--- src/rtl/pixel_scheduler.sv ---
`default_nettype none
// ============================================================================
// Module  : pixel_scheduler
// Purpose : Raster-order Mandelbrot frame sequencer; round-robin dispatch to
//           NUM_ENGINES engines, in-order retire to the pixel packer.
//           Optional macro CONTINUOUS_EN re-runs the latched frame forever.
// Rev     : 1.0
// ============================================================================
module pixel_scheduler #(
    parameter int NUM_ENGINES = 4,
    parameter int X_W         = 11,
    parameter int Y_W         = 10
) (
    input  logic                      aclk,
    input  logic                      aresetn,
    input  logic                      start,
    input  logic [X_W-1:0]            hres,
    input  logic [Y_W-1:0]            vres,
    output logic                      busy,
    output logic                      done,
    output logic [NUM_ENGINES-1:0]    eng_req_valid,
    input  logic [NUM_ENGINES-1:0]    eng_req_ready,
    output logic [X_W-1:0]            eng_x,
    output logic [Y_W-1:0]            eng_y,
    input  logic [NUM_ENGINES-1:0]    eng_rsp_valid,
    input  logic [24*NUM_ENGINES-1:0] eng_rsp_rgb,
    output logic [NUM_ENGINES-1:0]    eng_rsp_ready,
    output logic                      pix_valid,
    output logic                      pix_sof,
    output logic                      pix_eol,
    output logic [7:0]                pix_r,
    output logic [7:0]                pix_g,
    output logic [7:0]                pix_b,
    input  logic                      pix_ready
);

    localparam int PW = (NUM_ENGINES > 1) ? $clog2(NUM_ENGINES) : 1;

    typedef enum logic [1:0] {
        S_IDLE  = 2'd0,
        S_RUN   = 2'd1,
        S_DRAIN = 2'd2,
        S_DONE  = 2'd3
    } state_t;

    state_t                 state;
    logic [X_W-1:0]         hres_q;
    logic [Y_W-1:0]         vres_q;
    logic [X_W-1:0]         dx;
    logic [Y_W-1:0]         dy;
    logic [X_W-1:0]         rx;
    logic [Y_W-1:0]         ry;
    logic [PW-1:0]          d_ptr;
    logic [PW-1:0]          r_ptr;
    logic [NUM_ENGINES-1:0] outstanding;

    logic                   retiring_state;
    logic                   ret_valid;
    logic                   disp_fire;
    logic                   ret_fire;
    logic                   dx_end;
    logic                   rx_end;
    logic [NUM_ENGINES-1:0] disp_mask;
    logic [NUM_ENGINES-1:0] ret_mask;
    logic [23:0]            rsp_sel;

    assign retiring_state = (state == S_RUN) || (state == S_DRAIN);
    assign dx_end         = (dx == hres_q - 1'b1);
    assign rx_end         = (rx == hres_q - 1'b1);

    // Only the engine at the head of each pointer is ever offered a handshake,
    // which is what keeps retirement in raster order.
    always_comb begin
        eng_req_valid = '0;
        eng_rsp_ready = '0;
        if (state == S_RUN)
            eng_req_valid[d_ptr] = !outstanding[d_ptr];
        if (retiring_state)
            eng_rsp_ready[r_ptr] = outstanding[r_ptr] & pix_ready;
    end

    assign rsp_sel   = eng_rsp_rgb[24*r_ptr +: 24];
    assign ret_valid = retiring_state && outstanding[r_ptr] && eng_rsp_valid[r_ptr];
    assign disp_mask = eng_req_valid & eng_req_ready;
    assign ret_mask  = eng_rsp_ready & eng_rsp_valid;
    assign disp_fire = |disp_mask;
    assign ret_fire  = ret_valid & pix_ready;

    assign eng_x     = dx;
    assign eng_y     = dy;
    assign pix_valid = ret_valid;
    assign pix_sof   = ret_valid && (rx == '0) && (ry == '0);
    assign pix_eol   = ret_valid && rx_end;
    assign pix_r     = ret_valid ? rsp_sel[23:16] : 8'd0;
    assign pix_g     = ret_valid ? rsp_sel[15:8]  : 8'd0;
    assign pix_b     = ret_valid ? rsp_sel[7:0]   : 8'd0;

    assign done      = (state == S_DONE);
`ifdef CONTINUOUS_EN
    assign busy      = (state != S_IDLE);
`else
    assign busy      = retiring_state;
`endif

    always_ff @(posedge aclk) begin
        if (!aresetn) begin
            state       <= S_IDLE;
            hres_q      <= '0;
            vres_q      <= '0;
            dx          <= '0;
            dy          <= '0;
            rx          <= '0;
            ry          <= '0;
            d_ptr       <= '0;
            r_ptr       <= '0;
            outstanding <= '0;
        end else begin
            outstanding <= (outstanding | disp_mask) & ~ret_mask;

            if (disp_fire) begin
                d_ptr <= (d_ptr == PW'(NUM_ENGINES-1)) ? '0 : d_ptr + 1'b1;
                if (dx_end) begin
                    dx <= '0;
                    dy <= dy + 1'b1;
                end else begin
                    dx <= dx + 1'b1;
                end
            end

            if (ret_fire) begin
                r_ptr <= (r_ptr == PW'(NUM_ENGINES-1)) ? '0 : r_ptr + 1'b1;
                if (rx_end) begin
                    rx <= '0;
                    ry <= ry + 1'b1;
                end else begin
                    rx <= rx + 1'b1;
                end
            end

            case (state)
                S_IDLE: begin
                    if (start && (hres != '0) && (vres != '0)) begin
                        hres_q <= hres;
                        vres_q <= vres;
                        dx     <= '0;
                        dy     <= '0;
                        rx     <= '0;
                        ry     <= '0;
                        d_ptr  <= '0;
                        r_ptr  <= '0;
                        state  <= S_RUN;
                    end
                end
                S_RUN: begin
                    if (disp_fire && dx_end && (dy == vres_q - 1'b1))
                        state <= S_DRAIN;
                end
                S_DRAIN: begin
                    if (ret_fire && rx_end && (ry == vres_q - 1'b1))
                        state <= S_DONE;
                end
                S_DONE: begin
`ifdef CONTINUOUS_EN
                    dx    <= '0;
                    dy    <= '0;
                    rx    <= '0;
                    ry    <= '0;
                    d_ptr <= '0;
                    r_ptr <= '0;
                    state <= S_RUN;
`else
                    state <= S_IDLE;
`endif
                end
                default: state <= S_IDLE;
            endcase
        end
    end

endmodule
`default_nettype wire
--- config.mk ---
export PLATFORM = sky130hd
export DESIGN_NAME = pixel_scheduler
export DESIGN_NICKNAME = d
export VERILOG_FILES = /design/src/rtl/pixel_scheduler.sv
export SDC_FILE = /design/constraint.sdc
export NUM_CORES = 1
export LEC_CHECK = 0
export ABC_AREA = 1
export ABC_CLOCK_PERIOD_IN_PS = 5400
export CORE_ASPECT_RATIO = 0.7
export CORE_MARGIN = 3
export CORE_UTILIZATION = 35
export DETAILED_ROUTE_END_ITERATION = 8
export GPL_TIMING_DRIVEN = 0
export HOLD_SLACK_MARGIN = 0.03
export PLACE_DENSITY = 0.61
export SYNTH_ARGS = -nofsm -noshare
export SYNTH_HDL_FRONTEND = slang
export SYNTH_SLANG_ARGS = --single-unit
--- constraint.sdc ---
create_clock -name aclk -period 5.4 [get_ports aclk]
set_input_delay 1.08 -clock aclk [delete_from_list [all_inputs] [get_ports aclk]]
set_output_delay 1.08 -clock aclk [all_outputs]
set_load 0.05 [all_outputs]
# --- Word-level counts from Yosys, hierarchy flattened ---
# Cells that the tools add are included.
# Widths: inputs -> output; s select.
word_totals:
  mem_count: 0
  romBits: 0
  input_bits: 129
  ramBits: 0
  latchBits: 0
  register_bits: 73
  out_inout_bits: 58
classes:
  n_shift: 1
  eq_ne: 12
  n_addsub: 8
  n_reduce_logical: 23
  div_mod_pow: 0
  mux: 43
  n_mul: 1
  bitwise: 9
  n_lt_le_gt_ge: 4
ops:
  columns: ["op", "count"]
  rows:
  - ["$shiftx 96x8->24", 1]
  - ["$mux 11", 8]
  - ["$mux 10", 8]
  - ["$mux 8", 3]
  - ["$add 11x1->11 const B", 2]
  - ["$eq 11x11->1", 2]
  - ["$mux 2", 11]
  - ["$add 10x1->10 const B", 2]
  - ["$and 4x4->4", 5]
  - ["$eq 10x10->1", 2]
  - ["$logic_and 1x1->1", 13]
  - ["$logic_not 11->1", 1]
  - ["$reduce_bool 11->1", 1]
  - ["$sub 11x1->11 const B", 1]
  - ["$logic_not 10->1", 1]
  - ["$reduce_bool 10->1", 1]
  - ["$sub 10x1->10 const B", 1]
  - ["$eq 2x2->1 const B", 4]
  - ["$mux 4", 2]
  - ["$pmux 2 s4", 1]
  - ["$bmux 1 s2", 3]
  - ["$lt 2x3->1 const B", 2]
  - ["$mux 1", 5]
  - ["$add 2x1->2 const B", 2]
  - ["15 further kinds", 19]

# --- Longest topological paths before layout ---
# Gate-level depths: netlist of run 1.
logic_depth:
  word_depth: 12
  ltp_mapped: 18
  depth_no_buf: 18

# --- Worst setup path after synthesis of run 1 ---
# OpenSTA, ideal clock, no wires.
synth_path:
  path_kind: "input port to output port"
  startpoint: "in eng_rsp_valid[2]"
  endpoint: "out pix_sof"
  arrival_ns: 2.952
  stages: 4
  slack_ns: 1.368
  path_cell_list: "o21ai_0 -> o22ai_1 -> nand2_4 -> nor4_1"
synth_via:
  elab_chain_len: 5
synth_rtl:
  columns: ["element", "line_no", "text"]
  rows:
  - ["start, declared", "25", "input logic [NUM_ENGINES-1:0] eng_rsp_valid,"]
  - ["$bmux 1 s2", "83", "assign ret_valid = retiring_state && outstanding[r_ptr] && eng_rsp_valid[r_ptr];"]
  - ["$mux 1 (implied by the code)", "83", null]
  - ["$logic_and 1x1->1", "83", null]
  - ["$logic_and 1x1->1 (2 in series)", "92", "assign pix_sof = ret_valid && (rx == '0) && (ry == '0);"]
  - ["end, declared", "29", "output logic pix_sof,"]
# No other way between the ends. The select of a mux whose other input is x is not followed.

# --- Worst setup path after layout of run 1 ---
layout_path:
  startpoint: "in eng_rsp_valid[2]"
  endpoint: "out pix_r[5]"
layout_via:
  elab_chain_len: 4
layout_rtl:
  columns: ["element", "line_no", "text"]
  rows:
  - ["$bmux 1 s2", "83", null]
  - ["$mux 1 (implied by the code)", "83", null]
  - ["$logic_and 1x1->1", "83", null]
  - ["$mux 8", "94", "assign pix_r = ret_valid ? rsp_sel[23:16] : 8'd0;"]
  - ["end, declared", "31", "output logic [7:0] pix_r,"]
# No other way between the ends. The select of a mux whose other input is x is not followed.

==> results_dict.tcl, run 1 <==
set metrics [dict create \
    outcome "completed" \
    dr_total_vias 7106 \
    place.port_buffers 186 \
    design_area_mm2 0.008369 \
    grt-busiest-layer "met2" \
    initial_utilization_pct 36.10 \
    grtUsageMet2_pct 35.96 \
    worstSetupStartpointType "input port" \
    tightestPinTransition_ps 823.7 \
    ys_warn_count 0 \
    grt_pass1_wl_mm 34.29 \
    synth_common_cells "nand2_1 (193), nor2_1 (190), inv_1 (96), o21ai_0 (92), a21oi_1 (77)" \
    synth_most_common_cell "nand2_1" \
    layout.nets 1343 \
    synth_seq_area_share_pct 24.62 \
    grt_max_degree 13 \
    synth_ff_type "dfxtp_1" \
    setup_violations 0 \
    dr.pass1.iters 6 \
    root_buffer "clkbuf_16" \
    required_ps 4320 \
    drive_above_1_share_pct 5.676 \
    placed_area_mm2 0.008080 \
    worstSkewPairLatency_ps 340 \
    skew_ps 6.942 \
    synth-edff-count 0 \
    numCtsBuffers 9 \
    core_region_area_mm2 0.01644 \
    via_per_inst 4.994 \
    rows 39 \
    syn_avg_cell_area_um2 5.961 \
    initialDrtViolationCount 639 \
    ctsHtreeMaxLevel 3 \
    cts.sinks 73 \
    num_io_pins 187 \
    synth_top_cell_area_share_pct 24.62 \
    syn_nets 1146 \
    insertedDiodeCount 0 \
    vdd_drop_max_uv 171.2 \
    critPathCaptureType "output port" \
    fin_crit_ps 4591 \
    critPathKind "in2out" \
    max_freq_ghz 0.2178 \
    tritoncts "done" \
    slew_violations 0 \
    clockBufferDepth 2 \
    ant_nets 0 \
    grt_setup_unrepaired "false" \
    maxSlewHeadroom_pct 44.67 \
    num-fill-cells 1721 \
    power_density_mw_per_mm2 314.7 \
    syn_to_final_growth_pct 40.97 \
    synth_seq_cells 73 \
    synth.distinct_cells 43 \
    postCtsHoldBufs 0 \
    wl_mm 22.01 \
    setup-tns-final_ps 0 \
    async_flop_share_pct 0 \
    wl_per_cell_um 15.47 \
    place.gp.congestion 0.9392 \
    use_met3_pct 5.438 \
    final-hold-violation-count 0 \
    cp_data_arrival_time_ps 3510 \
    yosys-top-cells-area "dfxtp_1 (25%), nand2_1 (12%), nor2_1 (12%)" \
    cts_resized 0 \
    grt_overflow_total 0 \
    syn_area_mm2 0.005937 \
    grtUsageMet1_pct 31.98 \
    post_cts_buffers 0 \
    cp_max_fo 10 \
    clk_pin_slew_ps 60 \
    dieHeight_um 115.0 \
    dp_hpwl_mm 18.05 \
    die-area_mm2 0.01859 \
    fin_crit_sh_pct 85.02 \
    hold_class "reg2reg" \
    antenna_found_initial 0 \
    drv_cap 0 \
    yosys.area.top_type "dfxtp_1" \
    p_leak_nw 3.281 \
    drc_errors 0 \
    track_usage_pct 22.94 \
    dieWidth_um 161.7 \
    syn-instance-count 996 \
    grt_pass1_vias 6504 \
]
==> sequential cells by signal, indices dropped and copies added, names as in the netlist <==
| name | flops |
|---|---|
| state | 2 |
| hres_q | 11 |
| eng_x | 11 |
| rx | 11 |
| outstanding | 4 |
| ry | 10 |
| r_ptr | 2 |
| d_ptr | 2 |
| vres_q | 10 |
| eng_y | 10 |
==> where the power goes <==
| group | internal [mW] | total [mW] | switching (mW) |
|---|---|---|---|
| logic | 0.475 | 1.38 | 0.901 |
| clock network | 0.357 | 0.595 | 0.238 |
| registers | 0.598 | 0.663 | 0.0648 |
| total | 1.43 | 2.63 | 1.20 |
==> cell usage in the layout, fill, tap and decap left out, types with 9 or more instances in the layout <==
cell type / instances
clkdlybuf4s50_1: 186
nor3_1: 14
clkbuf_16: 9
ha_1: 21
nand3_1: 76
a21oi_1: 77
o21ai_0: 92
nand4_1: 20
clkbuf_1: 25
xor2_1: 20
dfxtp_1: 73
nand2_2: 10
nor4_1: 10
inv_1: 96
nor2_1: 190
nand3b_1: 9
nand2_1: 193
==> layout make-up <==
cell class,count,area (um2),area share [%]
repair buffers,186,1862,22.25
inverters,107,407.9,4.874
clock buffers,11,232.7,2.781
multi-input cells,784,3928,46.93
clock inverters,5,56.30,0.6727
plain buffers,32,140.1,1.674
flip-flops and latches,73,1461,17.46
well taps,225,281.5,3.364
==> through the flow <==
| stage | utilization (%) | cells | setup WS [ps] | power [mW] | hold WS (ps) |
|---|---|---|---|---|---|
| after global placement | 49.14 | 1407 | 844.7 | 2.014 | 466.8 |
| after floorplan | - | 996 | 1368 | 1.608 | 444.7 |
| final | 50.89 | 1423 | 808.9 | 2.634 | 486.6 |
| after CTS | 50.89 | 1423 | 804.8 | 2.624 | 484.4 |
| after global routing | 50.89 | 1423 | 674.8 | 2.843 | 501.9 |
| after detailed placement | 49.14 | 1407 | 811.2 | 2.021 | 475.5 |
==> worst paths after layout <==
kind | from | endpoint | slack (ps) | cells past startpoint
worst max register to register | hres_q[0] | eng_x[4] | 2600 | 17
worst min-delay path | vres_q[9] | vres_q[9] | 490 | 2
worst max-delay path | eng_rsp_valid[2] | pix_r[5] | 810 | 7
worst min register to register | vres_q[9] | vres_q[9] | 490 | 2
==> routing by layer <==
metal  vias to the layer above  routed length [um]
met5                         -                   0
met4                         0                 378
met3                        25                1790
met2                       259                9171
met1                      3164               10670
li1                       3658                   -
==> logic make-up after synthesis <==
group	after synthesis	synth area share, %
buffers and inverters	139	9.231
XOR/XNOR	25	3.688
flip-flops	73	24.62
AND/OR/NAND/NOR	551	41.54
AO/OA/AOI/OAI	187	16.50
adder cells (fa/ha/maj)	21	4.426
==> critical path: stages <==
cell             delay, ps
clkdlybuf4s50_1        520
o21ai_0                 90
o22ai_1                240
nand2_4                160
buf_1                  330
a21oi_1                240
clkdlybuf4s50_1        850
Note: power is estimated with default switching activity, not from simulation.
==> run 2, diff against run 1 <==
CAP_MARGIN = 30   (was default)
==> results of run 2 <==
The final DEF is identical to that of run 1; final timing and power are the same.
